### config.mk
export PLATFORM = sky130hd
export DESIGN_NAME = ss_burst_write_ctrl_flat
export DESIGN_NICKNAME = d
export VERILOG_FILES = /design/src/rtl/ss_burst_write_ctrl_if.sv /design/src/rtl/ss_burst_write_ctrl.sv /design/src/flat_wrapper.sv
export SDC_FILE = /design/constraint.sdc
export NUM_CORES = 1
export LEC_CHECK = 0
export ABC_AREA = 0
export CAP_MARGIN = 15
export CORE_MARGIN = 2
export CORE_UTILIZATION = 49
export CTS_CLUSTER_SIZE = 24
export DETAILED_ROUTE_END_ITERATION = 12
export PLACE_DENSITY_LB_ADDON = 0.08
export SETUP_SLACK_MARGIN = 0.4
export SLEW_MARGIN = 20
export SYNTH_ARGS = -nofsm -noshare
export SYNTH_HDL_FRONTEND = slang
export SYNTH_SLANG_ARGS = --single-unit
### constraint.sdc
create_clock -name i_clk -period 2.3 [get_ports i_clk]
set_input_delay 0.69 -clock i_clk [delete_from_list [all_inputs] [get_ports i_clk]]
set_output_delay 0.69 -clock i_clk [all_outputs]
set_load 0.02 [all_outputs]
### src/rtl/ss_burst_write_ctrl_if.sv
// ---------------------------------------------------------------------------
// ss_burst_write_ctrl_if: control, data-beat and RAM-write bundle for the burst write sequencer. rev 1.0
// ---------------------------------------------------------------------------
`default_nettype none

interface ss_burst_write_ctrl_if #(
  parameter int SIZE_ADDR = 6,
  parameter int SIZE_DATA = 8
);
  logic                 i_start;
  logic                 i_abort;
  logic [SIZE_ADDR-1:0] i_si_ram;
  logic [SIZE_ADDR-1:0] i_ei_ram;
  logic [SIZE_ADDR-1:0] i_stride;
  logic                 i_dir_down;
  logic                 i_valid;
  logic [SIZE_DATA-1:0] i_data;
  logic                 o_ready;
  logic                 o_we_ram;
  logic [SIZE_ADDR-1:0] o_addr_ram;
  logic [SIZE_DATA-1:0] o_data_ram;
  logic                 o_busy;
  logic                 o_done;
  logic                 o_err;

  modport slave (
    input  i_start, i_abort, i_si_ram, i_ei_ram, i_stride, i_dir_down, i_valid, i_data,
    output o_ready, o_we_ram, o_addr_ram, o_data_ram, o_busy, o_done, o_err
  );

  modport master (
    output i_start, i_abort, i_si_ram, i_ei_ram, i_stride, i_dir_down, i_valid, i_data,
    input  o_ready, o_we_ram, o_addr_ram, o_data_ram, o_busy, o_done, o_err
  );
endinterface

`default_nettype wire

### src/rtl/ss_burst_write_ctrl.sv
// ---------------------------------------------------------------------------
// ss_burst_write_ctrl: windowed burst RAM write sequencer; optional SS_WR_BEAT_COUNT_EN adds o_beats_written. rev 1.0
// ---------------------------------------------------------------------------
`default_nettype none

module ss_burst_write_ctrl #(
  parameter int SIZE_ADDR = 6,
  parameter int SIZE_DATA = 8,
  parameter int SIZE_CNT  = SIZE_ADDR + 1
) (
  input  logic                    i_clk,
  input  logic                    i_rst,
  ss_burst_write_ctrl_if.slave    bus
`ifdef SS_WR_BEAT_COUNT_EN
  ,
  output logic [SIZE_CNT-1:0]     o_beats_written
`endif
);

  typedef enum logic [1:0] {
    IDLE = 2'd0,
    RUN  = 2'd1,
    FIN  = 2'd2
  } state_t;

  localparam int unsigned MAX_BEATS = 1 << SIZE_ADDR;
  localparam logic [SIZE_CNT-1:0] CNT_FULL = SIZE_CNT'(MAX_BEATS);

  state_t               state_q;
  logic                 start_q;
  logic [SIZE_ADDR-1:0] ei_q;
  logic [SIZE_ADDR-1:0] stride_q;
  logic                 dir_q;
  logic [SIZE_ADDR-1:0] cur_addr_q;
  logic [SIZE_CNT-1:0]  cnt_q;
  logic                 we_q;
  logic [SIZE_ADDR-1:0] addr_q;
  logic [SIZE_DATA-1:0] data_q;
  logic                 done_q;
  logic                 err_q;

  logic                 start_edge;
  logic                 accept;
  logic [SIZE_ADDR-1:0] cur_addr_d;
  logic [SIZE_CNT-1:0]  cnt_d;

  assign start_edge = bus.i_start & ~start_q;
  assign accept     = bus.i_valid & (state_q == RUN);
  // Address arithmetic truncates to SIZE_ADDR, giving silent wrap in both directions.
  assign cur_addr_d = dir_q ? (cur_addr_q - stride_q) : (cur_addr_q + stride_q);
  assign cnt_d      = cnt_q + 1'b1;

  always_ff @(posedge i_clk) begin
    if (i_rst) begin
      state_q    <= IDLE;
      start_q    <= 1'b0;
      ei_q       <= '0;
      stride_q   <= '0;
      dir_q      <= 1'b0;
      cur_addr_q <= '0;
      cnt_q      <= '0;
      we_q       <= 1'b0;
      addr_q     <= '0;
      data_q     <= '0;
      done_q     <= 1'b0;
      err_q      <= 1'b0;
    end else begin
      start_q <= bus.i_start;
      we_q    <= 1'b0;
      done_q  <= 1'b0;
      err_q   <= 1'b0;
      case (state_q)
        IDLE: begin
          if (start_edge) begin
            ei_q       <= bus.i_ei_ram;
            stride_q   <= (bus.i_stride == '0) ? SIZE_ADDR'(1) : bus.i_stride;
            dir_q      <= bus.i_dir_down;
            cur_addr_q <= bus.i_si_ram;
            cnt_q      <= '0;
            state_q    <= RUN;
          end
        end
        RUN: begin
          if (accept) begin
            we_q       <= 1'b1;
            addr_q     <= cur_addr_q;
            data_q     <= bus.i_data;
            cur_addr_q <= cur_addr_d;
            cnt_q      <= cnt_d;
          end
          // Abort takes priority; a beat accepted alongside it is still written.
          if (bus.i_abort) begin
            state_q <= FIN;
            done_q  <= 1'b1;
            err_q   <= 1'b1;
          end else if (accept && (cur_addr_q == ei_q)) begin
            state_q <= FIN;
            done_q  <= 1'b1;
          end else if (accept && (cnt_d == CNT_FULL)) begin
            state_q <= FIN;
            done_q  <= 1'b1;
            err_q   <= 1'b1;
          end
        end
        FIN:     state_q <= IDLE;
        default: state_q <= IDLE;
      endcase
    end
  end

  assign bus.o_ready    = (state_q == RUN);
  assign bus.o_busy     = (state_q == RUN);
  assign bus.o_we_ram   = we_q;
  assign bus.o_addr_ram = addr_q;
  assign bus.o_data_ram = data_q;
  assign bus.o_done     = done_q;
  assign bus.o_err      = err_q;

`ifdef SS_WR_BEAT_COUNT_EN
  logic [SIZE_CNT-1:0] beats_q;

  always_ff @(posedge i_clk) begin
    if (i_rst) begin
      beats_q <= '0;
    end else if ((state_q == IDLE) && start_edge) begin
      beats_q <= '0;
    end else if (we_q) begin
      beats_q <= beats_q + 1'b1;
    end
  end

  assign o_beats_written = beats_q;
`endif

endmodule

`default_nettype wire

### src/flat_wrapper.sv
// flat-port wrapper written by rule: the top's interface ports become plain ports
module ss_burst_write_ctrl_flat 
#(
  parameter int SIZE_ADDR = 6,
  parameter int SIZE_DATA = 8,
  parameter int SIZE_CNT  = SIZE_ADDR + 1
)
  (i_clk, i_rst, bus_i_start, bus_i_abort, bus_i_si_ram, bus_i_ei_ram, bus_i_stride, bus_i_dir_down, bus_i_valid, bus_i_data, bus_o_ready, bus_o_we_ram, bus_o_addr_ram, bus_o_data_ram, bus_o_busy, bus_o_done, bus_o_err);
  ss_burst_write_ctrl_if #(.SIZE_ADDR(SIZE_ADDR), .SIZE_DATA(SIZE_DATA)) bus_i ();
  input  logic i_clk;
  input  logic i_rst;
  input wire logic [$bits(bus_i.i_start)-1:0] bus_i_start;
  input wire logic [$bits(bus_i.i_abort)-1:0] bus_i_abort;
  input wire logic [$bits(bus_i.i_si_ram)-1:0] bus_i_si_ram;
  input wire logic [$bits(bus_i.i_ei_ram)-1:0] bus_i_ei_ram;
  input wire logic [$bits(bus_i.i_stride)-1:0] bus_i_stride;
  input wire logic [$bits(bus_i.i_dir_down)-1:0] bus_i_dir_down;
  input wire logic [$bits(bus_i.i_valid)-1:0] bus_i_valid;
  input wire logic [$bits(bus_i.i_data)-1:0] bus_i_data;
  output wire logic [$bits(bus_i.o_ready)-1:0] bus_o_ready;
  output wire logic [$bits(bus_i.o_we_ram)-1:0] bus_o_we_ram;
  output wire logic [$bits(bus_i.o_addr_ram)-1:0] bus_o_addr_ram;
  output wire logic [$bits(bus_i.o_data_ram)-1:0] bus_o_data_ram;
  output wire logic [$bits(bus_i.o_busy)-1:0] bus_o_busy;
  output wire logic [$bits(bus_i.o_done)-1:0] bus_o_done;
  output wire logic [$bits(bus_i.o_err)-1:0] bus_o_err;
  assign bus_i.i_start = bus_i_start;
  assign bus_i.i_abort = bus_i_abort;
  assign bus_i.i_si_ram = bus_i_si_ram;
  assign bus_i.i_ei_ram = bus_i_ei_ram;
  assign bus_i.i_stride = bus_i_stride;
  assign bus_i.i_dir_down = bus_i_dir_down;
  assign bus_i.i_valid = bus_i_valid;
  assign bus_i.i_data = bus_i_data;
  assign bus_o_ready = bus_i.o_ready;
  assign bus_o_we_ram = bus_i.o_we_ram;
  assign bus_o_addr_ram = bus_i.o_addr_ram;
  assign bus_o_data_ram = bus_i.o_data_ram;
  assign bus_o_busy = bus_i.o_busy;
  assign bus_o_done = bus_i.o_done;
  assign bus_o_err = bus_i.o_err;
  ss_burst_write_ctrl #(.SIZE_ADDR(SIZE_ADDR), .SIZE_DATA(SIZE_DATA), .SIZE_CNT(SIZE_CNT)) u_core (.i_clk(i_clk), .i_rst(i_rst), .bus(bus_i));
endmodule
## Word level (Yosys, flattened, before mapping)

Index checks and enable logic that the tools add are counted.

| cells by class | value |
|---|---|
| equality and inequality tests | 6 |
| reductions and logical operators | 10 |
| bitwise operators | 4 |
| $add $sub $neg | 3 |
| mux-type cells | 19 |

Operators with widths:

| cell | number |
|---|---|
| $mux W6 | 4 |
| $mux W7 | 2 |
| $pmux W7 S2 | 1 |
| $pmux W6 S2 | 1 |
| $mux W2 | 4 |
| $add A7 B1 Y7 const B | 1 |
| $eq A7 B7 Y1 const B | 1 |
| $add A6 B6 Y6 | 1 |
| $eq A6 B6 Y1 | 1 |
| $logic_not A6 Y1 | 1 |
| $mux W1 | 6 |
| $reduce_and A2 Y1 | 3 |
| $sub A6 B6 Y6 | 1 |
| $ne A2 B1 Y1 const B | 2 |
| $ne A4 B2 Y1 const B | 1 |
| $pmux W2 S2 | 1 |
| $reduce_and A3 Y1 | 1 |
| $and A1 B1 Y1 | 2 |
| $eq A2 B1 Y1 const B | 1 |
| $logic_and A1 B1 Y1 | 2 |
| $logic_not A2 Y1 | 1 |
| $not A1 Y1 | 2 |
| $reduce_bool A2 Y1 | 1 |
| $reduce_or A2 Y1 | 1 |

| storage, ports and cells | value |
|---|---|
| input port bits | 32 |
| bits in registers | 46 |
| logic and storage cells | 54 |
| output and inout bits | 19 |

## Logic depth before layout (Yosys ltp)

| logic depth | value |
|---|---|
| word-level depth | 7 |
| gate-level depth with buffers | 10 |
| depth with buffers taken out | 10 |

## Worst setup path after synthesis

Ideal clock, no wire load.

| timing | value |
|---|---|
| path kind | reg-to-reg |
| from | register u_core.stride_q[0] |
| to | register u_core.cur_addr_q[4] |
| library setup time | 0.132 ns |
| slack | 0.397 ns |
| period minus slack after synthesis | 1.903 ns |
| stages on the path, launching flop included | 10 |
| buffers on the path | 0 |
| data arrival time | 1.771 ns |
| data required time | 2.168 ns |
| cell sequence | dfxtp_1 inv_1 ha_1 mux2i_1 fa_1 a21o_1 a21oi_1 xnor2_1 o21ai_0 a21oi_1 |

| on the way | value |
|---|---|
| longest elaborated chain between the ends | 4 |
| elaborated cells between the ends (all ways) | 5 |
| those cells by class | 2 x add/sub; 3 x mux |

Ends and longest elaborated chain:

| what | RTL line | source |
|---|---|---|
| start, declared | ss_burst_write_ctrl.sv:32 | `logic [SIZE_ADDR-1:0] stride_q;` |
| start signal, assigned | ss_burst_write_ctrl.sv:76 | `stride_q <= (bus.i_stride == '0) ? SIZE_ADDR'(1) : bus.i_stride;` |
| $add A6 B6 Y6 / $sub A6 B6 Y6 (equally long branches) | ss_burst_write_ctrl.sv:50 | `assign cur_addr_d = dir_q ? (cur_addr_q - stride_q) : (cur_addr_q + stride_q);` |
| $mux W6 * | ss_burst_write_ctrl.sv:50 |  |
| $mux W6 * | ss_burst_write_ctrl.sv:84 | `if (accept) begin` |
| $pmux W6 S2 * | ss_burst_write_ctrl.sv:72 | `case (state_q)` |
| end signal, assigned | ss_burst_write_ctrl.sv:78 | `cur_addr_q <= bus.i_si_ram;` |
| end signal, assigned | ss_burst_write_ctrl.sv:88 | `cur_addr_q <= cur_addr_d;` |
| end, declared | ss_burst_write_ctrl.sv:34 | `logic [SIZE_ADDR-1:0] cur_addr_q;` |

Mark *: on every way between the ends. The rest lies on a longest branch, timed or not. The select of a mux whose other input is x is not followed.
A chain may end at the register's enable or synchronous reset.

## Worst setup path in the final report

| timing | value |
|---|---|
| from | register u_core.stride_q[0] |
| to | register u_core.cur_addr_q[5] |

Same word-level chain as after synthesis.

==> flow_metrics.env <==
export IMPL_synth_main_ff_cell="dfxtp_1"
export IMPL_post_route_period_util_pct=83.2
export IMPL_setup_ws_ns=0.386
export IMPL_die_h_um=70.6
export IMPL_hpwl_um=3440
export IMPL_r2r_slack_ns=0.39
export IMPL_core_area_mm2=0.00432
export IMPL_grt_max_degree=30
export IMPL_gp_congestion=0.801
export IMPL_synthXorXnorAreaFrac_pct=7.26
export IMPL_antenna_found_initial=0
export IMPL_rows=24
export IMPL_nNetsFinal=371
export IMPL_tightest_slew_ns=0.454
export IMPL_finalSetupViolCount=0
export IMPL_status="completed"
export IMPL_power_internal_mw=1.59
export IMPL_hold_viol=0
export IMPL_slew_headroom_pct=69.5
export IMPL_maxSlewViolCount=0
export IMPL_skew_ns=0.00837
export IMPL_r2r_cells=10
export IMPL_die_area_mm2=0.00498
export IMPL_rsz0062_at_grt="yes"
export IMPL_cts_root_buf="clkbuf_8"
export IMPL_vias=2002
export IMPL_min_delay_start="u_core.bus.o_data_ram[0]"
export IMPL_synth_mux_area_fraction_pct=0.922
export IMPL_path_common_cell="xnor2_1"
export IMPL_drt_iter0_markers=120
export IMPL_power_mw=2.17
export IMPL_pwr_share_seq_pct=40.6
export IMPL_antenna_cells=0
export IMPL_drc=0
export IMPL_synth_top_family_by_area="simple AND/OR/NAND/NOR gates"
export IMPL_multi_input_area_mm2=0.00129
export IMPL_peakVddDrop_uv=388
export IMPL_post_place_ws_ns=0.0524
export IMPL_synth_nets=308
export IMPL_clock_sinks=46
export IMPL_crit_type="reg -> reg"
export IMPL_path_buf_inv=1
export IMPL_ys_ff_latch=46
export IMPL_cellLeakagePower_nw=1.26
export IMPL_cp_start_kind="flop"
export IMPL_critPathMaxStageDelay_ns=0.34
export IMPL_crit_arrival_ns=2.11
export IMPL_clockPowerShare_pct=33.7
export IMPL_seq_area_frac_synth_pct=42.4
export IMPL_synth_edf_count=0
export IMPL_clockBufferDepth=2
export IMPL_power_density_mw_per_mm2=703
export IMPL_swShare_pct=26.5
export IMPL_mostFrequentLayoutCells="62 x nand2_1, 42 x dfxtp_1, 36 x a21oi_1"
export IMPL_critPathTopFamily="compound AO/OA/AOI/OAI gates"
export IMPL_yosysUniqueCellTypes=40
export IMPL_min_delay_path_class="reg -> reg"
export IMPL_worstPathCellList="buf_6 -> nor3_4 -> nor2_1 -> xnor2_1 -> ha_2 -> o21ai_2 -> a21oi_2 -> o22ai_2 -> xnor2_1 -> a221oi_1"
export IMPL_drive_gt1_share_pct=19.3
export IMPL_io_buffers=50
export IMPL_cap_viol_max_count=0
export IMPL_grt_pass1_wl_um=8850
export IMPL_syn2layout_area_growth_pct=42.2
export IMPL_io_pins=51
export IMPL_worstPathRequired_ns=2.50
export IMPL_wire_per_inst_um=13.8
export IMPL_numCtsBuffers=5
export IMPL_synth_compound_area_share_pct=16.6
export IMPL_overflow=0
export IMPL_dieWidth_um=70.6
export IMPL_fillers=346
export IMPL_grt_total_usage_pct=22.2
export IMPL_hold_depth=2
export IMPL_clock_latency_ns=0.30
export IMPL_yosys_area_share_simple_pct=22.7
export IMPL_ant_nets=0
export IMPL_fmax_mhz=523
export IMPL_whs_ns=0.454
export IMPL_crit_path_end_kind="flop"
export IMPL_initial_core_util_pct=50.2
export IMPL_ys_warn_count=0
export IMPL_async_reset_ff_share_pct=0
export IMPL_synth_area_mm2=0.00217
export IMPL_cp_slowest_cell="dfxtp_2"
export IMPL_regArea_um2=928
export IMPL_min_period_ns=1.91
export IMPL_synthAdderAreaFrac_pct=5.53
export IMPL_r2r_start="u_core.stride_q[0]"
export IMPL_hold_path_end="u_core.bus.o_data_ram[0]"
export IMPL_final_common_cell="nand2_1"
export IMPL_drt_wl_total_um=5270
export IMPL_firstDrtPassIters=4
export IMPL_h_tree_depth=2
export IMPL_comb_power_share_pct=25.7
export IMPL_power_switching_mw=0.576
export IMPL_cts_tree="done"
export IMPL_clk_pin_slew_ns=0.09
export IMPL_vias_per_cell=5.23
export IMPL_first_global_vias=1893
export IMPL_syn_inst=267
export IMPL_avgSynthCellArea_um2=8.14
export IMPL_finalSetupTns_ns=0
export IMPL_cp_max_fo=2
export IMPL_reg2reg_to="u_core.cur_addr_q[5]"
-- power by group through the flow --
stage                     Clock [mW]  Sequential (mW)  Combinational, mW
after detailed placement           0            0.894              0.420
after global placement             0            0.893              0.411
after global routing           0.782            0.887              0.604
final                          0.732            0.882              0.557
after CTS                      0.744            0.876              0.504
after floorplan                    0            0.895              0.274
-- sequential cells by signal (all words and copies together) (netlist names) --
| register | count |
|---|---|
| u_core.bus.o_data_ram | 8 |
| u_core.cnt_q | 7 |
| u_core.bus.o_addr_ram | 6 |
| u_core.cur_addr_q | 6 |
| u_core.ei_q | 6 |
| u_core.stride_q | 6 |
| u_core.state_q | 2 |
| u_core.bus.o_done | 1 |
| u_core.bus.o_err | 1 |
| u_core.bus.o_we_ram | 1 |
| u_core.dir_q | 1 |
| u_core.start_q | 1 |
-- cell families (layout without fill, tap and decap cells) --
kind of cell,Yosys count,after routing
and+or+nand+nor,109,109
AOI/OAI and AO/OA,62,62
DFF,46,46
buffers and inverters,21,85
xor gates and xnor gates,18,18
adders and majority gates,9,9
muxes,2,2
-- metrics by stage --
| stage | area [µm²] | instances | util [%] |
|---|---|---|---|
| 2_1_floorplan | 2170 | 267 | - |
| 3_3_place_gp | 2750 | 365 | 63.5 |
| 3_5_place_dp | 2750 | 365 | 63.5 |
| 4_1_cts | 3010 | 381 | 69.6 |
| 5_1_grt | 3090 | 383 | 71.4 |
| 6_report | 3090 | 383 | 71.4 |
-- routing by layer --
| layer | global-route usage, % | routed length, µm |
|---|---|---|
| met1 | 29.4 | 2390 |
| met2 | 36.8 | 2640 |
| met3 | 4.27 | 198 |
| met4 | 7.55 | 34 |
| met5 | 0 | 0 |
-- timing repair --
item,CTS,global route
pin swaps,8,7
hold buffers,0,0
setup endpoints to repair,31,11
resized for setup,45,16
setup buffers,8,2
-- final cells by class --
| cell class | count | area share, % |
|---|---|---|
| multi-input combinational | 200 | 41.8 |
| sequential | 46 | 30.1 |
| timing repair buffer | 71 | 20.7 |
| clock buffer | 6 | 2.67 |
| tap | 52 | 2.11 |
| clock inverter | 2 | 1.94 |
| inverter | 6 | 0.729 |
-- synth_stat cells, drive strengths merged, types with 2 or more instances --
library cell	count	area share, %
nand2	62	11
dfxtp	46	42
a21oi	39	9.0
nor2	25	4.6
xnor2	11	4.4
buf	8	2.2
ha	8	4.6
a211oi	7	2.4
clkbuf	7	1.3
xor2	7	2.8
inv	6	1.0
nor3	6	1.4
nand3	4	1.2
a22oi	3	1.0
nand2b	3	0.86
o21ai	3	0.69
mux2i	2	0.92
nor4	2	0.86
o21a	2	0.69
o22ai	2	0.58
-- worst reg2reg max path, stage by stage (launching register included) --
cell and delay (ns):
dfxtp_2 0.34, buf_6 0.12, nor3_4 0.14, nor2_1 0.07, xnor2_1 0.13, ha_2 0.34, o21ai_2 0.07, a21oi_2 0.14
o22ai_2 0.09, xnor2_1 0.13, a221oi_1 0.25
-- worst max path at each step --
stage / startpoint / end / slack [ns] / depth (start not counted)
after detailed placement: bus_i_start / u_core.ei_q[0] / 0.05 / 5
after floorplan: u_core.stride_q[0] / u_core.cur_addr_q[5] / 0.42 / 10
after global routing: u_core.stride_q[0] / u_core.cur_addr_q[5] / 0.30 / 10
final: u_core.stride_q[0] / u_core.cur_addr_q[5] / 0.39 / 10
after global placement: bus_i_start / u_core.ei_q[3] / 0.07 / 5
after CTS: u_core.stride_q[1] / u_core.cur_addr_q[2] / 0.38 / 11
(Power assumes the default switching activity.)
